==> config.mk <==
export PLATFORM = sky130hd
export DESIGN_NAME = uart_tx_engine
export DESIGN_NICKNAME = d
export VERILOG_FILES = /design/src/rtl/uart_pkg.sv /design/src/rtl/uart_baud_cnt.sv /design/src/rtl/uart_tx_engine.sv
export SDC_FILE = /design/constraint.sdc
export NUM_CORES = 1
export LEC_CHECK = 0
export CAP_MARGIN = 20
export CORE_AREA = 2 2 86 88
export CTS_CLUSTER_DIAMETER = 40
export CTS_CLUSTER_SIZE = 24
export DETAILED_ROUTE_END_ITERATION = 8
export DIE_AREA = 0 0 88 90
export PLACE_DENSITY = 0.73
export SLEW_MARGIN = 20
export SYNTH_ARGS = -nofsm -noshare
export SYNTH_HDL_FRONTEND = slang
export SYNTH_SLANG_ARGS = --single-unit
==> constraint.sdc <==
create_clock -name i_clk -period 2.8 [get_ports i_clk]
set_input_delay 0.84 -clock i_clk [delete_from_list [all_inputs] [get_ports i_clk]]
set_output_delay 0.84 -clock i_clk [all_outputs]
set_load 0.05 [all_outputs]
==> src/rtl/uart_pkg.sv <==
// Shared UART definitions: frame state encoding, line levels and default widths.
package uart_pkg;

  typedef enum logic [2:0] {
    ST_IDLE   = 3'd0,
    ST_START  = 3'd1,
    ST_DATA   = 3'd2,
    ST_PARITY = 3'd3,
    ST_STOP   = 3'd4
  } uart_state_e;

  localparam logic UART_IDLE_LEVEL  = 1'b1;
  localparam logic UART_START_LEVEL = 1'b0;

  localparam int UART_DATA_WIDTH = 8;
  localparam int UART_DIV_WIDTH  = 16;

endpackage

==> src/rtl/uart_baud_cnt.sv <==
// Loadable bit-period down-counter; bit_end flags the last clock of a bit.
module uart_baud_cnt #(
  parameter int WIDTH = 16
) (
  input  logic             clk,
  input  logic             rst,
  input  logic             load,
  input  logic [WIDTH-1:0] load_val,
  output logic [WIDTH-1:0] cnt,
  output logic             bit_end
);

  // Count down to zero and hold there until the next load.
  always_ff @(posedge clk or posedge rst) begin
    if (rst) begin
      cnt <= '0;
    end else if (load) begin
      cnt <= load_val;
    end else if (cnt != WIDTH'(0)) begin
      cnt <= cnt - WIDTH'(1);
    end else begin
      cnt <= cnt;
    end
  end

  assign bit_end = (cnt == WIDTH'(0));

endmodule

==> src/rtl/uart_tx_engine.sv <==
// UART transmitter draining a show-ahead FIFO back-to-back.
// Parity support is built only when UART_TX_PARITY_EN is defined.
module uart_tx_engine
  import uart_pkg::*;
#(
  parameter int DATA_WIDTH = UART_DATA_WIDTH,
  parameter int DIV_WIDTH  = UART_DIV_WIDTH
) (
  input  logic                  i_clk,
  input  logic                  i_rst,
  input  logic [DATA_WIDTH-1:0] i_fifo_data,
  input  logic                  i_fifo_empty,
  output logic                  o_fifo_rd,
  input  logic [DIV_WIDTH-1:0]  i_baud_div,
  input  logic                  i_parity_en,
  input  logic                  i_parity_odd,
  input  logic                  i_two_stop,
  output logic                  o_tx,
  output logic                  o_busy,
  output logic                  o_done
);

  localparam int IDX_W = $clog2(DATA_WIDTH) + 1;

  function automatic logic calc_parity(input logic [DATA_WIDTH-1:0] data, input logic odd);
    return (^data) ^ odd;
  endfunction

  uart_state_e           state_r;
  logic [DATA_WIDTH-1:0] shift_r;
  logic [IDX_W-1:0]      bit_idx_r;
  logic [DIV_WIDTH-1:0]  div_r;
  logic                  two_stop_r;
  logic                  stop_left_r;
  logic                  tx_r;
  logic                  busy_r;
  logic                  done_r;

  logic [DIV_WIDTH-1:0]  cnt_s;
  logic                  bit_end_s;
  logic                  stop_last_s;
  logic                  pop_s;
  logic                  load_s;
  logic [DIV_WIDTH-1:0]  div_norm_s;
  logic [DIV_WIDTH-1:0]  load_val_s;

`ifdef UART_TX_PARITY_EN
  logic par_en_r;
  logic par_bit_r;
`else
  logic parity_unused_s;
  assign parity_unused_s = i_parity_en ^ i_parity_odd;
`endif

  // Pop, bit-period reload and divisor normalisation.
  always_comb begin
    stop_last_s = (state_r == ST_STOP) && bit_end_s && !stop_left_r;
    pop_s       = ((state_r == ST_IDLE) || stop_last_s) && !i_fifo_empty && !i_rst;
    load_s      = pop_s || (bit_end_s && (state_r != ST_IDLE) && !stop_last_s);
    if (i_baud_div == DIV_WIDTH'(0)) begin
      div_norm_s = DIV_WIDTH'(1);
    end else begin
      div_norm_s = i_baud_div;
    end
    if (pop_s) begin
      load_val_s = div_norm_s - DIV_WIDTH'(1);
    end else begin
      load_val_s = div_r - DIV_WIDTH'(1);
    end
  end

  uart_baud_cnt #(.WIDTH(DIV_WIDTH)) u_baud_cnt (
    .clk      (i_clk),
    .rst      (i_rst),
    .load     (load_s),
    .load_val (load_val_s),
    .cnt      (cnt_s),
    .bit_end  (bit_end_s)
  );

  // Frame sequencer; o_done is raised one clock early so it lands on the last STOP clock.
  always_ff @(posedge i_clk or posedge i_rst) begin
    if (i_rst) begin
      state_r     <= ST_IDLE;
      shift_r     <= '0;
      bit_idx_r   <= '0;
      div_r       <= '0;
      two_stop_r  <= 1'b0;
      stop_left_r <= 1'b0;
      tx_r        <= UART_IDLE_LEVEL;
      busy_r      <= 1'b0;
      done_r      <= 1'b0;
`ifdef UART_TX_PARITY_EN
      par_en_r    <= 1'b0;
      par_bit_r   <= 1'b0;
`endif
    end else begin
      done_r <= 1'b0;
      if (pop_s) begin
        shift_r    <= i_fifo_data;
        div_r      <= div_norm_s;
        two_stop_r <= i_two_stop;
`ifdef UART_TX_PARITY_EN
        par_en_r   <= i_parity_en;
        par_bit_r  <= calc_parity(i_fifo_data, i_parity_odd);
`endif
        state_r    <= ST_START;
        tx_r       <= UART_START_LEVEL;
        busy_r     <= 1'b1;
      end else begin
        case (state_r)
          ST_IDLE: begin
            tx_r   <= UART_IDLE_LEVEL;
            busy_r <= 1'b0;
          end
          ST_START: begin
            if (bit_end_s) begin
              state_r   <= ST_DATA;
              tx_r      <= shift_r[0];
              bit_idx_r <= IDX_W'(DATA_WIDTH - 1);
            end
          end
          ST_DATA: begin
            if (bit_end_s) begin
              if (bit_idx_r != IDX_W'(0)) begin
                shift_r   <= shift_r >> 1;
                tx_r      <= shift_r[1];
                bit_idx_r <= bit_idx_r - IDX_W'(1);
`ifdef UART_TX_PARITY_EN
              end else if (par_en_r) begin
                state_r <= ST_PARITY;
                tx_r    <= par_bit_r;
`endif
              end else begin
                state_r     <= ST_STOP;
                tx_r        <= UART_IDLE_LEVEL;
                stop_left_r <= two_stop_r;
                done_r      <= !two_stop_r && (div_r == DIV_WIDTH'(1));
              end
            end
          end
`ifdef UART_TX_PARITY_EN
          ST_PARITY: begin
            if (bit_end_s) begin
              state_r     <= ST_STOP;
              tx_r        <= UART_IDLE_LEVEL;
              stop_left_r <= two_stop_r;
              done_r      <= !two_stop_r && (div_r == DIV_WIDTH'(1));
            end
          end
`endif
          ST_STOP: begin
            if (bit_end_s) begin
              if (stop_left_r) begin
                stop_left_r <= 1'b0;
                done_r      <= (div_r == DIV_WIDTH'(1));
              end else begin
                state_r <= ST_IDLE;
                tx_r    <= UART_IDLE_LEVEL;
                busy_r  <= 1'b0;
              end
            end else begin
              done_r <= !stop_left_r && (cnt_s == DIV_WIDTH'(1));
            end
          end
          default: begin
            state_r <= ST_IDLE;
            tx_r    <= UART_IDLE_LEVEL;
            busy_r  <= 1'b0;
          end
        endcase
      end
    end
  end

  assign o_fifo_rd = pop_s;
  assign o_tx      = tx_r;
  assign o_busy    = busy_r;
  assign o_done    = done_r;

endmodule

==> results.yml <==
setup_path:
  cp-start-kind: "flip-flop"
  crit_arrival_ps: 2060
  slowest_delay_ps: 570
  path_cells: "or4_4, nor4_4, a31oi_2, clkinv_2, buf_8"
  crit_required_ps: 1960
  r2r-start: "u_baud_cnt.cnt[1]"
  end_kind: "primary output"
  rr_endpoint: "u_baud_cnt.cnt[10]"
  crit_type: "flip-flop to primary output"
  r2r_cells: 10
  crit_slowest_cell: "or4_4"
  critPathMaxFanout: 4
  r2r_slack_ps: 120
cells_and_area:
  fillCellCount: 614
  final_common_cell: "nand2_1"
  mostFrequentLayoutCells: "75 x nand2_1, 56 x buf_4, 50 x dfrtp_1"
  drive_gt1_share_pct: 23.5
  seq_area_um2: 1300
  num_antenna_cells: 0
  nets: 516
  syn_to_final_growth_pct: 28.9
  multi_input_area_um2: 2120
  final_core_util_pct: 63.0
  finalInstanceArea_um2: 4430
timing:
  min_period_ps: 2900
  max_freq_ghz: 0.344
  finalClockSkew_ps: 15.6
  relSlewSlack_pct: 51.3
  timing.final.crit_share_pct: 104
  worstMarginPinSlew_ps: 726
  rsz0062_at_grt: "true"
  setup_viol: 1
  drv_slew: 0
  setup_ws_ps: -103
  hold_viol_final: 0
clock_network:
  clk_pin_slew_worst_paths_ps: 100
  clk_latency_ps: 320
  cts_max_level: 2
  max-clock-path-buffers: 2
  cts_tree: "done"
  cts_root_buf: "clkbuf_8"
  cts_num_sinks: 52
  cts-buffers-inserted: 5
yosys:
  synth_enable_flop_cells: 0
  synth_area_um2: 3430
  synth_cell_types: 60
  syn-num-nets: 437
  avgSynthCellArea_um2: 8.58
  synth-seq-cells: 52
  yosysSeqAreaShare_pct: 37.9
  synth_ff_type: "dfrtp_1"
  ys_warn_count: 0
  synthCells: 400
  async_reset_ff_share_pct: 100
floorplan:
  die_area_um2: 7920
  ioPinCount: 34
  core_region_area_um2: 7020
  die_w_um: 88
  fp.dieH_um: 90
  rows: 31
  start_util_pct: 48.9
route:
  routed_wl_um: 8970
  dr.pass1.iters: 5
  drc: 0
  final_antenna_net_count: 0
  drt_iter0_drc: 355
  via_per_inst: 5.65
  vias: 3269
  routedWlPerCell_um: 15.5
global_route:
  grt_pass1_vias: 3172
  antenna_found_initial: 0
  grt_pass1_wl_um: 15600
  grt_use_total_pct: 24.6
  grt_max_degree: 35
  grt-ovfl-total: 0
placed_design:
  dpl_cell_area_um2: 4170
  dp_hpwl_um: 6450
  gp_congestion: 0.922
  port_buffers: 31
run:
  cap_violations: 0
min_path:
  min_from: "u_baud_cnt.cnt[15]"
  hold_class: "flip-flop to flip-flop"
  hold_depth: 1
  hold_end: "o_done"
outcome:
  violations: "negative setup slack"
  status: "finished, violations left"
power_and_ir_drop:
  total_power_mw: 1.93
  p_leak_nw: 1.84
  ir_drop_mv: 0.309
  p_per_area_nw_per_um2: 437
==> kinds of logic (layout without fill, tap and decap cells) <==
| group | after synthesis | in the layout | share of synthesized area (%) |
|---|---|---|---|
| buffers and inverters | 26 | 106 | 3.32 |
| adder cells (fa/ha/maj) | 7 | 7 | 2.55 |
| AO/OA/AOI/OAI | 82 | 82 | 16.1 |
| AND/OR/NAND/NOR | 188 | 188 | 28.3 |
| flip-flops | 52 | 52 | 37.9 |
| XOR/XNOR | 38 | 38 | 9.69 |
| multiplexers | 7 | 7 | 2.04 |
==> flip-flops by register name, indices dropped and copies added, names as in the netlist <==
name and cells:
state_r 3, div_r 16, stop_left_r 1, two_stop_r 1
o_busy 1, o_tx 1, u_baud_cnt.cnt 16, bit_idx_r 4
o_done 1, shift_r 8
==> metal layers <==
| layer | track usage, % | vias to the layer above | wire [um] |
|---|---|---|---|
| li1 | - | 1584 | - |
| met5 | 0 | - | 0 |
| met2 | 38.6 | 104 | 4300 |
| met3 | 3.95 | 16 | 433 |
| met4 | 5.90 | 0 | 153 |
| met1 | 35.5 | 1565 | 4080 |
==> stage by stage <==
| step | TNS (ps) | setup WS, ps | hold slack (ps) | instances |
|---|---|---|---|---|
| after floorplan | -149 | -90.8 | 455 | 400 |
| after global placement | -6170 | -588 | 467 | 560 |
| after detailed placement | -6280 | -592 | 475 | 560 |
| after CTS | -96.1 | -96.1 | 478 | 575 |
| after global routing | -177 | -175 | 504 | 579 |
| final | -103 | -103 | 485 | 579 |
==> power breakdown <==
part	internal, mW	switching [mW]	total [mW]
Combinational	0.240	0.217	0.457
Sequential	0.828	0.0917	0.920
Clock	0.293	0.263	0.556
==> synthesized netlist by cell type (5+ instances only) <==
library cell | number | area share [%]
mux2i_1 | 7 | 2.0
nor3b_1 | 6 | 1.3
ha_1 | 7 | 2.6
nand2_1 | 75 | 8.2
or3b_2 | 5 | 1.3
clkbuf_1 | 8 | 0.87
nor4_1 | 9 | 1.6
buf_2 | 6 | 0.87
dfrtp_1 | 51 | 37
o21ai_1 | 8 | 1.2
nor2_1 | 30 | 3.3
o21ai_0 | 16 | 2.3
nor3_1 | 16 | 2.3
xnor2_1 | 15 | 3.8
nand3_1 | 9 | 1.3
inv_1 | 9 | 0.98
a21oi_1 | 15 | 2.2
xor2_1 | 23 | 5.9
or4_1 | 6 | 1.3
==> repair_timing <==
item | in CTS | in global routing
pin swaps | 20 | 11
setup endpoints to repair | 11 | 7
buffers inserted | 7 | 6
hold buffers | 0 | 0
cloned | 0 | 0
resized for setup | 39 | 9
==> critical path: cells and delay by family, from the launching register on <==
family | cells | cell delay, ps
AOI/OAI and AO/OA | 1 | 170
buffers and inverters | 2 | 230
DFF | 1 | 440
and+or+nand+nor | 2 | 920
==> worst max path at each step <==
stage	startpoint	to	cells past startpoint
floorplan	i_baud_div[4]	u_baud_cnt.cnt[12]	11
global placement	i_baud_div[6]	u_baud_cnt.cnt[15]	8
detailed placement	i_baud_div[6]	u_baud_cnt.cnt[12]	11
CTS	u_baud_cnt.cnt[1]	o_fifo_rd	7
global route	u_baud_cnt.cnt[0]	o_fifo_rd	7
finish	u_baud_cnt.cnt[6]	o_fifo_rd	5
==> area by class of cell <==
cell class,count,area share [%]
Inverter,10,0.876
Clock buffer,6,1.87
Tap cell,99,2.80
Timing Repair Buffer,88,16.3
Sequential cell,52,29.5
Multi-Input combinational cell,322,47.8
Clock inverter,2,0.876
Note: power is estimated with default switching activity, not from simulation.
